--- config.mk ---
export PLATFORM = sky130hd
export DESIGN_NAME = seq_phase_timer
export DESIGN_NICKNAME = d
export VERILOG_FILES = /design/src/rtl/test_sequencer_phase_timer.sv
export SDC_FILE = /design/constraint.sdc
export NUM_CORES = 1
export LEC_CHECK = 0
export CAP_MARGIN = 20
export CORE_AREA = 2 2 39 41
export CTS_BUF_LIST = sky130_fd_sc_hd__clkbuf_8
export CTS_CLUSTER_DIAMETER = 60
export DETAILED_ROUTE_END_ITERATION = 16
export DIE_AREA = 0 0 41 43
export GPL_TIMING_DRIVEN = 0
export PLACE_DENSITY_LB_ADDON = 0.1
export SKIP_LAST_GASP = 1
export SLEW_MARGIN = 40
export SYNTH_ARGS = -nofsm -noshare
export SYNTH_HDL_FRONTEND = slang
export SYNTH_SLANG_ARGS = --single-unit
--- constraint.sdc ---
create_clock -name clk -period 3.9 [get_ports clk]
set_input_delay 1.17 -clock clk [delete_from_list [all_inputs] [get_ports clk]]
set_output_delay 1.17 -clock clk [all_outputs]
set_load 0.01 [all_outputs]
--- src/rtl/test_sequencer_phase_timer.sv ---
// rtl/test_sequencer_phase_timer.sv - loadable down-counter timing the CLEAR and DRAIN phases
module seq_phase_timer #(
    parameter int WIDTH = 4
) (
    input  logic             clk,
    input  logic             reset,
    input  logic             load,
    input  logic [WIDTH-1:0] load_value,
    input  logic             dec,
    output logic             zero
);

    logic [WIDTH-1:0] count_q;

    always_ff @(posedge clk or posedge reset) begin
        if (reset) begin
            count_q <= '0;
        end else if (load) begin
            count_q <= load_value;
        end else if (dec && (count_q != '0)) begin
            count_q <= count_q - WIDTH'(1);
        end
    end

    assign zero = (count_q == '0);

endmodule

==> impl_results.md <==
- CTS resizes: 0
- Yosys reg bits: 4
- CTS Sinks: 4
- CTS Hold Bufs: 0
- Final WS setup: around 0.83 ns
- Setup CP Type: reg -> out
- Cells after DPL: just over 50
- CTS max path bufs: 2
- CP top delay family: buffers and inverters
- Power, Total: around 0.17 mW
- DP Area: 351.6 um^2
- Die Ht: between 40 and 50 um
- Worst-path clk slew: about 0.03 ns
- Worst Tran Pin Value: 0.3580 ns
- Antenna violations before repair: 0
- Critical path endpoint category: primary output
- Reg with most FFs: count_q
- Hold path depth: 2
- Fin. max-slew vios: 0
- Die area: 0.001763 mm^2
- Via density: about 4.4
- # diodes: 0
- Pre-Repair DR Iteration Count: 4
- CTS buffer count: 3
- Core ar.: 0.001384 mm^2
- Vias in the first global route: 221
- Skew final: about 0.0016 ns
- Register area: 100.1 um^2
- Worst VDD drop: 0.0001902 V
- Setup tns final: 0 ns
- HP Start: count_q[1]$_DFFE_PP0P_
- Syn nets: 37
- Most numerous cell on the critical path: inv_1
- RSZ-0062 raised after global routing: false
- Dpl ws: 1.047 ns
- Sequential area share after synthesis: 38.28%
- R2R Setup Slk: 2.25 ns
- Area of the multi-input gates: between 100 and 150 um^2
- Max reg flops: 4
- Reg2reg end: count_q[0]$_DFFE_PP0P_
- F_max: about 0.33 GHz
- Leakage: 0.1728 nW
- Final core occ: between 20% and 30%
- Pin count of the biggest net entering global routing: 10
- Max incr delay on CP: 0.52 ns
- Initial core utilization: around a fifth
- Synth Instances: 28
- Die X: between 40 and 50 um
- Number of buffers and inverters on the critical path: 3
- DRT iter0 DRCs: 8
- Total wire length: 541 um
- CTS tree: yes
- PD cells: 426.3 mW/mm^2
- First-pass GRT wire length: 786 um
- Finished Layout Cells: 54
- Avg Synthesized Cell Area: 9.339 um^2
- Fin area: 392.9 um^2
- Worst Path Required: 2.73 ns
- Status: finished clean
- Clk root buf: clkbuf_8
- Yosys synthesis warning count: 0
- RePlAce Congestion: ~0.63
- DRC: 0
- Final nets: between 40 and 50
- Setup Viol. Count Final: 0
- Overall Global Routing Usage: 7.157%
- Fin. Hold Viols: 0
- Largest regs: count_q: 4 flops
- Cell variety after synth: 17
- Max Cap Violations: 0
- Crit start category: flop
- Area Overhead vs Synth: 50.24%
- Worst Hold Class: reg -> reg
- CP Data Arrival Time: 1.90 ns
- Total global routing overflow: 0
- RR Startpoint: count_q[0]$_DFFE_PP0P_
- # IOs: 9
- PortBufs: 7
- Post-CTS Repair Setup Buffers: 0
- Final min period: 3.071 ns
- Average wire per standard cell: roughly 10 um
- Row Count: 14
- Routed Antenna Nets: 0
- Layout cells sized above 1: roughly 16%
- Vias: 239
- Max-slew headroom: approximately 76%
- H-tree lvl count: 1
- Slowest CP cell: clkdlybuf4s50_1
- CP cell instances: inv_1 > ha_1 > or3b_4 > inv_1 > clkdlybuf4s50_1
- Worst-path fanout max: 5
- Worst skew pair latency: 0.21 ns
- Synth Cell Area: roughly 260 um^2
- Reg2reg path depth: 5
- Hold WS: 0.5957 ns
- Final worst-path cycle share: 78.73%
- # fillers: 159
- Worst Hold End: count_q[1]$_DFFE_PP0P_
## cell usage in the layout (no fill, tap or decap), drive strengths merged
| master | netlist | routed |
|---|---|---|
| a221o | 1 | 1 |
| nor3 | 1 | 1 |
| nand2b | 1 | 1 |
| and3 | 1 | 1 |
| o21ai | 2 | 2 |
| a21oi | 3 | 3 |
| or3b | 1 | 1 |
| clkbuf | 1 | 4 |
| nor3b | 1 | 1 |
| nor4b | 1 | 1 |
| clkdlybuf4s50 | 0 | 7 |
| ha | 1 | 1 |
| nand2 | 3 | 3 |
| a31o | 1 | 1 |
| and4b | 1 | 1 |
| inv | 4 | 4 |
| dfrtp | 4 | 4 |
| o31a | 1 | 1 |
## final cells by class
class,instances,share of cell area [%]
Timing Repair Buffer,7,17.83
Sequential cell,4,25.48
Multi-Input combinational cell,19,36.31
Inverter,4,3.822
Tap cell,16,5.096
Buffer,1,0.9554
Clock buffer,3,10.51
## worst max-delay path by stage
stage	slack [ns]	cells after the start	to	start
finish	0.83	5	zero	count_q[0]$_DFFE_PP0P_
global route	0.76	5	zero	count_q[0]$_DFFE_PP0P_
CTS	0.82	5	zero	count_q[0]$_DFFE_PP0P_
detailed placement	1.05	5	zero	count_q[0]$_DFFE_PP0P_
global placement	1.05	5	zero	count_q[0]$_DFFE_PP0P_
floorplan	1.60	4	zero	count_q[0]$_DFFE_PP0P_
## report_power, final
group | switching [mW] | internal (mW)
clock | 0.0192 | 0.0656
sequential | 0.00464 | 0.0467
combinational | 0.0130 | 0.0183
## per-layer routing
layer | routed length (um) | global-route usage [%] | vias up | part of all wire [%]
met3 | 36 | 1.571 | 0 | 6.7
met2 | 270 | 10.94 | 8 | 50
li1 | - | - | 120 | -
met4 | 0 | 8.000 | 0 | 0
met5 | 0 | 0 | - | 0
met1 | 234 | 6.840 | 111 | 43
## cells in the mapped netlist
cell	count	area share (%)
dfrtp_1	4	38
inv_1	4	5.7
a21oi_1	3	5.7
nand2_1	3	4.3
o21ai_1	2	3.8
a221o_1	1	3.8
a31o_1	1	3.3
and3_4	1	4.3
and4b_1	1	3.8
clkbuf_1	1	1.4
ha_1	1	4.8
nand2b_1	1	2.4
nor3_1	1	1.9
nor3b_1	1	2.9
nor4b_2	1	5.7
o31a_1	1	3.3
or3b_4	1	4.3
## kinds of logic (layout without fill, tap and decap cells)
logic type,Yosys count,after routing,share of synthesized area (%)
buffers and inverters,5,15,7.174
adder cells (fa/ha/maj),1,1,4.784
flip-flops,4,4,38.28
AND/OR/NAND/NOR,10,10,29.66
AO/OA/AOI/OAI,8,8,20.10
## worst reg2reg max path, cell delays in order, from the launching register on
cell     delay [ns]
dfrtp_1        0.38
inv_1          0.10
ha_1           0.20
or3b_4         0.42
and3_4         0.19
o31a_1         0.24
Power figures use the tool's default switching activity.
